**src/rtl/imem_loader_pkg.sv**
```systemverilog
// imem_loader_pkg: shared types and constants for the boot-time program loader.
//   state_t        loader FSM states
//   ERR_*          err_code encodings
//   len_too_big()  image length check against instruction-memory capacity
package imem_loader_pkg;

  typedef enum logic [2:0] {
    LEN_HI,
    LEN_LO,
    DATA,
    CSUM,
    DONE,
    ERR
  } state_t;

  localparam logic [1:0] ERR_NONE = 2'b00;
  localparam logic [1:0] ERR_LEN  = 2'b01;
  localparam logic [1:0] ERR_CSUM = 2'b10;

  // True when a frame of n words cannot fit in 2^addr_w words of memory.
  function automatic logic len_too_big(input logic [15:0] n, input int addr_w);
    return ({1'b0, n} > (17'd1 << addr_w));
  endfunction

endpackage

```
**src/rtl/imem_loader_byte_packer.sv**
```systemverilog
// byte_packer: packs an MSB-first byte stream into 32-bit words.
//   clk, rst_n     clock, async active-low reset
//   clear          synchronous re-arm (drops any partial word)
//   byte_valid     byte_in is consumed this cycle
//   byte_in        stream byte
//   last_byte      combinational: the byte being consumed completes a word
//   word_valid     one-cycle pulse, the cycle after the 4th byte is consumed
//   word           completed word, held until the next word completes
module byte_packer (
  input  logic        clk,
  input  logic        rst_n,
  input  logic        clear,
  input  logic        byte_valid,
  input  logic [7:0]  byte_in,
  output logic        last_byte,
  output logic        word_valid,
  output logic [31:0] word
);

  logic [1:0]  cnt;
  logic [23:0] sh;   // first three bytes of the word in flight

  assign last_byte = byte_valid && (cnt == 2'd3);

  always_ff @(posedge clk or negedge rst_n) begin
    if (!rst_n) begin
      cnt        <= 2'd0;
      sh         <= 24'd0;
      word_valid <= 1'b0;
      word       <= 32'd0;
    end else if (clear) begin
      cnt        <= 2'd0;
      sh         <= 24'd0;
      word_valid <= 1'b0;
    end else begin
      word_valid <= last_byte;
      if (byte_valid) begin
        cnt <= cnt + 2'd1;
        sh  <= {sh[15:0], byte_in};
        // word only moves on completion so it stays stable through the write
        if (cnt == 2'd3) word <= {sh, byte_in};
      end
    end
  end

endmodule

```
**src/rtl/imem_loader.sv**
```systemverilog
// imem_loader: boot-time loader in front of mips_single_cycle. Accepts a
// framed byte stream {LEN_HI, LEN_LO, 4*N data bytes, CSUM}, writes the
// big-endian words to instruction memory from word 0, and holds the CPU in
// reset until the whole image is written and the XOR checksum matches.
//   clk, reset      clock, async active-low reset
//   in_valid/ready  byte handshake; in_data is the stream byte
//   restart         one-cycle pulse re-arming the loader from DONE/ERR
//   imem_we/addr/wdata  instruction-memory write port (one cycle per word)
//   cpu_reset       active-high reset to the processor
//   done/error/err_code  load status (sticky until restart)
//   words_loaded    number of words written so far
module imem_loader
  import imem_loader_pkg::*;
#(
  parameter int ADDR_W = 8
) (
  input  logic              clk,
  input  logic              reset,
  input  logic              in_valid,
  output logic              in_ready,
  input  logic [7:0]        in_data,
  input  logic              restart,
  output logic              imem_we,
  output logic [ADDR_W-1:0] imem_addr,
  output logic [31:0]       imem_wdata,
  output logic              cpu_reset,
  output logic              done,
  output logic              error,
  output logic [1:0]        err_code,
  output logic [ADDR_W:0]   words_loaded
);

  state_t            state;
  logic [7:0]        len_hi;
  logic [7:0]        xor_acc;
  logic [ADDR_W:0]   len;     // words expected
  logic [ADDR_W:0]   wcnt;    // words fully received
  logic [15:0]       len_in;
  logic              accept;
  logic              rearm;
  logic              last_byte;

  assign in_ready = (state == LEN_HI) || (state == LEN_LO) ||
                    (state == DATA)   || (state == CSUM);
  assign accept   = in_valid && in_ready;
  assign rearm    = restart && ((state == DONE) || (state == ERR));
  assign len_in   = {len_hi, in_data};

  byte_packer u_pack (
    .clk        (clk),
    .rst_n      (reset),
    .clear      (rearm),
    .byte_valid (accept && (state == DATA)),
    .byte_in    (in_data),
    .last_byte  (last_byte),
    .word_valid (imem_we),
    .word       (imem_wdata)
  );

  always_ff @(posedge clk or negedge reset) begin
    if (!reset) begin
      state        <= LEN_HI;
      len_hi       <= 8'd0;
      xor_acc      <= 8'd0;
      len          <= '0;
      wcnt         <= '0;
      imem_addr    <= '0;
      words_loaded <= '0;
      cpu_reset    <= 1'b1;
      done         <= 1'b0;
      error        <= 1'b0;
      err_code     <= ERR_NONE;
    end else begin
      // Address advances once the write cycle completes. Holding at the top
      // address covers the full-capacity image without wrapping to 0.
      if (imem_we) begin
        words_loaded <= words_loaded + 1'b1;
        if (imem_addr != {ADDR_W{1'b1}}) imem_addr <= imem_addr + 1'b1;
      end

      case (state)
        LEN_HI: if (accept) begin
          len_hi  <= in_data;
          xor_acc <= xor_acc ^ in_data;
          state   <= LEN_LO;
        end

        LEN_LO: if (accept) begin
          xor_acc <= xor_acc ^ in_data;
          if (len_too_big(len_in, ADDR_W)) begin
            state    <= ERR;
            error    <= 1'b1;
            err_code <= ERR_LEN;
          end else if (len_in == 16'd0) begin
            state <= CSUM;
          end else begin
            len   <= (ADDR_W+1)'(len_in);
            state <= DATA;
          end
        end

        DATA: if (accept) begin
          xor_acc <= xor_acc ^ in_data;
          if (last_byte) begin
            wcnt <= wcnt + 1'b1;
            if (wcnt + 1'b1 == len) state <= CSUM;
          end
        end

        // The last word's write pulse overlaps this state at the latest, so
        // releasing the CPU here is always after the final write.
        CSUM: if (accept) begin
          if (in_data == xor_acc) begin
            state     <= DONE;
            done      <= 1'b1;
            cpu_reset <= 1'b0;
          end else begin
            state    <= ERR;
            error    <= 1'b1;
            err_code <= ERR_CSUM;
          end
        end

        DONE, ERR: if (restart) begin
          state        <= LEN_HI;
          len_hi       <= 8'd0;
          xor_acc      <= 8'd0;
          len          <= '0;
          wcnt         <= '0;
          imem_addr    <= '0;
          words_loaded <= '0;
          cpu_reset    <= 1'b1;
          done         <= 1'b0;
          error        <= 1'b0;
          err_code     <= ERR_NONE;
        end

        default: state <= LEN_HI;
      endcase
    end
  end

endmodule

```
**config.mk**
```make
export PLATFORM = sky130hd
export DESIGN_NAME = imem_loader
export DESIGN_NICKNAME = d
export VERILOG_FILES = /design/src/rtl/imem_loader_pkg.sv /design/src/rtl/imem_loader_byte_packer.sv /design/src/rtl/imem_loader.sv
export SDC_FILE = /design/constraint.sdc
export NUM_CORES = 1
export LEC_CHECK = 0
export CORE_ASPECT_RATIO = 2
export CORE_MARGIN = 2
export CORE_UTILIZATION = 40
export DETAILED_ROUTE_END_ITERATION = 12
export GPL_TIMING_DRIVEN = 0
export SYNTH_ARGS = -nofsm -noshare
export SYNTH_HDL_FRONTEND = slang
export SYNTH_SLANG_ARGS = --single-unit
```
**constraint.sdc**
```tcl
create_clock -name clk -period 5.7 [get_ports clk]
set_input_delay 1.14 -clock clk [delete_from_list [all_inputs] [get_ports clk]]
set_output_delay 1.14 -clock clk [all_outputs]
set_load 0.005 [all_outputs]
```
==> results.py <==
metrics = {
    "outcome": {
        "outcome": "finished, violations left",
        "failed_checks": "design-rule violations",
    },
    "global_routing": {
        "grt_start_max_net_pins": 91,
        "grt_pass1_wl_um": 21930,
        "grt_use_total_pct": 19.24,
        "grt_overflow_total": 0,
        "antenna_found_initial": 0,
        "first_global_vias": 4493,
    },
    "sta": {
        "setup_tns_ns": 0,
        "fin_crit_ns": 3.297,
        "setup_ws_ns": 2.403,
        "fin_skew_ns": 0.009446,
        "setup_violations": 0,
        "worstMarginPinSlew_ns": 0.6272,
        "maxSlewHeadroom_pct": 58.19,
        "grt_setup_unrepaired": "false",
        "final_max_slew_viol_count": 0,
        "whs_ns": 0.4636,
        "finalHoldViolCount": 0,
        "max_freq_mhz": 303.3,
        "min_period_over_period_pct": 57.83,
    },
    "power": {
        "power_leakage_nw": 3.169,
        "total_power_mw": 2.782,
        "power_density_nw_per_um2": 405.6,
        "vdd_ir_drop_max_mv": 0.2464,
    },
    "clock_network": {
        "root_buffer": "clkbuf_16",
        "clock_sinks": 118,
        "ctsResizeCount": 0,
        "clock_latency_ns": 0.41,
        "cts_setup_buffers": 0,
        "htreeDepth": 4,
        "numCtsBuffers": 17,
        "clkTransAtPathRegs_ns": 0.05,
        "clock_path_buffers": 2,
        "cts_hold_buf": 0,
        "cts_tree": "yes",
    },
    "layout": {
        "antenna_cells": 0,
        "drive_above_1_share_pct": 7.215,
        "final_cell_mix": "199 x nand2_1, 117 x dfrtp_1, 64 x o21ai_0",
        "final_nets": 696,
        "syn_to_final_growth_pct": 27.93,
        "design_area_um2": 6859,
        "final_common_cell": "nand2_1",
    },
    "placed_design": {
        "port_buffers": 64,
        "gp_congestion": 0.8852,
        "place_area_um2": 6221,
        "post-place-ws_ns": 2.002,
        "dpl.hpwl_um": 9332,
    },
    "logic_synthesis": {
        "ys_seq_elements": 118,
        "syn-num-nets": 612,
        "yosysUniqueCellTypes": 43,
        "synth_ff_type": "dfrtp_1",
        "synth_warnings": 0,
        "synthArstFlopShare_pct": 100.0,
        "synthCells": 596,
        "syn-cell-area_um2": 5361,
        "ys_seq_area_share_pct": 55.10,
        "synth_edf_count": 0,
        "syn_area_per_cell_um2": 8.996,
    },
    "worst_setup_path": {
        "rr_startpoint": "state[2]",
        "cp.arrival_ns": 3.59,
        "cp_max_fo": 8,
        "crit_path_end": "len[7]",
        "crit_path_end_kind": "register",
        "crit_slowest_cell": "or4_4",
        "cp_data_required_time_ns": 5.99,
        "r2r_slack_ns": 3.05,
        "startpoint_type": "input port",
        "critical_path_class": "in -> reg",
        "cp_cell_sequence": "clkdlybuf4s50_1, or4_4, or3_1, a311o_2, nand2_8, mux2_1",
        "cp-startpoint": "in_data[3]",
        "slowest_delay_ns": 0.60,
        "timing.reg2reg.worst_path_depth": 7,
        "reg2reg_to": "wcnt[8]",
    },
    "routing": {
        "first_pass_iters": 9,
        "via_per_inst": 5.236,
        "wire_per_inst_um": 15.23,
        "drt_wl_total_um": 12870,
        "drt.antenna.violating_nets": 0,
        "drc": 4,
        "drtIter0Drc": 238,
        "via_count": 4424,
    },
    "die": {
        "initial_utilization_pct": 41.03,
        "die_w_um": 85.87,
        "io_pins": 68,
        "rows": 59,
        "dieArea_um2": 14400,
        "fp.coreArea_um2": 13070,
        "die_height_um": 167.7,
    },
    "run": {
        "maxCapViolCount": 0,
    },
    "worst_hold_path": {
        "hold_class": "reg -> reg",
    },
}
==> critical path: cells and delay by family <==
kind                   cells  cell delay (ns)
buffers and inverters      1             0.59
AO/OA/AOI/OAI              1             0.45
multiplexers               1             0.32
AND/OR/NAND/NOR            3             1.07
==> cells by family (layout without fill, tap and decap cells) <==
kind of cell	after synthesis	count (layout)	synth area share, %
AO/OA/AOI/OAI	102	102	11.02
XOR/XNOR	34	34	5.554
adder cells (fa/ha/maj)	4	4	0.9335
buffers and inverters	40	137	3.267
flip-flops	118	118	55.10
multiplexers	7	7	1.377
AND/OR/NAND/NOR	291	291	22.75
==> per-layer routing <==
metal / track usage, % / share of wire [%]
met1: 22.02 / 40
met2: 33.47 / 54
met3: 3.647 / 3.2
met4: 9.662 / 2.9
met5: 0 / 0
==> worst min path at each step <==
stage                     depth (start not counted)         endpoint  slack (ns)          start
after detailed placement                          2  u_pack.word[31]        0.46  u_pack.sh[23]
after floorplan                                   2  u_pack.word[24]        0.44  u_pack.sh[16]
after CTS                                         2  u_pack.word[31]        0.47  u_pack.sh[23]
after global placement                            2  u_pack.word[27]        0.45  u_pack.sh[19]
after global routing                              1      err_code[0]        0.49    err_code[0]
final                                             2  u_pack.word[31]        0.46  u_pack.sh[23]
==> metrics by stage <==
step,cells,utilization [%]
3_3_place_gp,812,47.39
3_5_place_dp,813,47.61
6_report,845,52.49
4_1_cts,845,52.49
2_1_floorplan,596,-
5_1_grt,845,52.49
==> synthesized netlist by cell type (3+ instances only) <==
cell | number | area share [%]
xnor2_1 | 16 | 2.6
a21o_1 | 4 | 0.56
ha_1 | 4 | 0.93
clkbuf_1 | 25 | 1.8
mux2i_1 | 4 | 0.75
xor2_1 | 18 | 2.9
nor2b_1 | 3 | 0.35
nor2_1 | 43 | 3.0
nand2_1 | 199 | 14
nor4_1 | 5 | 0.58
nor3_1 | 4 | 0.37
nand3_1 | 11 | 1.0
o21ai_2 | 8 | 1.3
inv_1 | 8 | 0.56
o21ai_0 | 64 | 6.0
buf_1 | 4 | 0.28
a21oi_1 | 9 | 0.84
dfrtp_1 | 117 | 55
a31oi_1 | 6 | 0.70
and3_1 | 6 | 0.70
nand4_1 | 8 | 0.93
==> power breakdown <==
part	internal (mW)	switching, mW	leakage (nW)
Sequential	0.959	0.0777	1.60
Clock	0.748	0.391	0.300
Combinational	0.240	0.366	1.27
Total	1.95	0.835	3.17
==> layout make-up <==
class | instances | area [um2]
fillers | 1233 | 6207
flip-flops and latches | 118 | 2954
multi-input cells | 438 | 2232
repair buffers | 65 | 669.4
clock buffers | 19 | 442.9
clock inverters | 13 | 195.2
well taps | 152 | 190.2
plain buffers | 32 | 145.1
inverters | 8 | 30.03
==> sequential cells by signal, indices dropped and copies added (netlist names) <==
name / count
err_code: 2
done: 1
len_hi: 8
imem_addr: 8
u_pack.word: 32
u_pack.cnt: 2
words_loaded: 9
error: 1
u_pack.sh: 24
len: 9
cpu_reset: 1
xor_acc: 8
state: 3
u_pack.word_valid: 1
wcnt: 9
No activity file was read; power rests on OpenSTA's default activity.
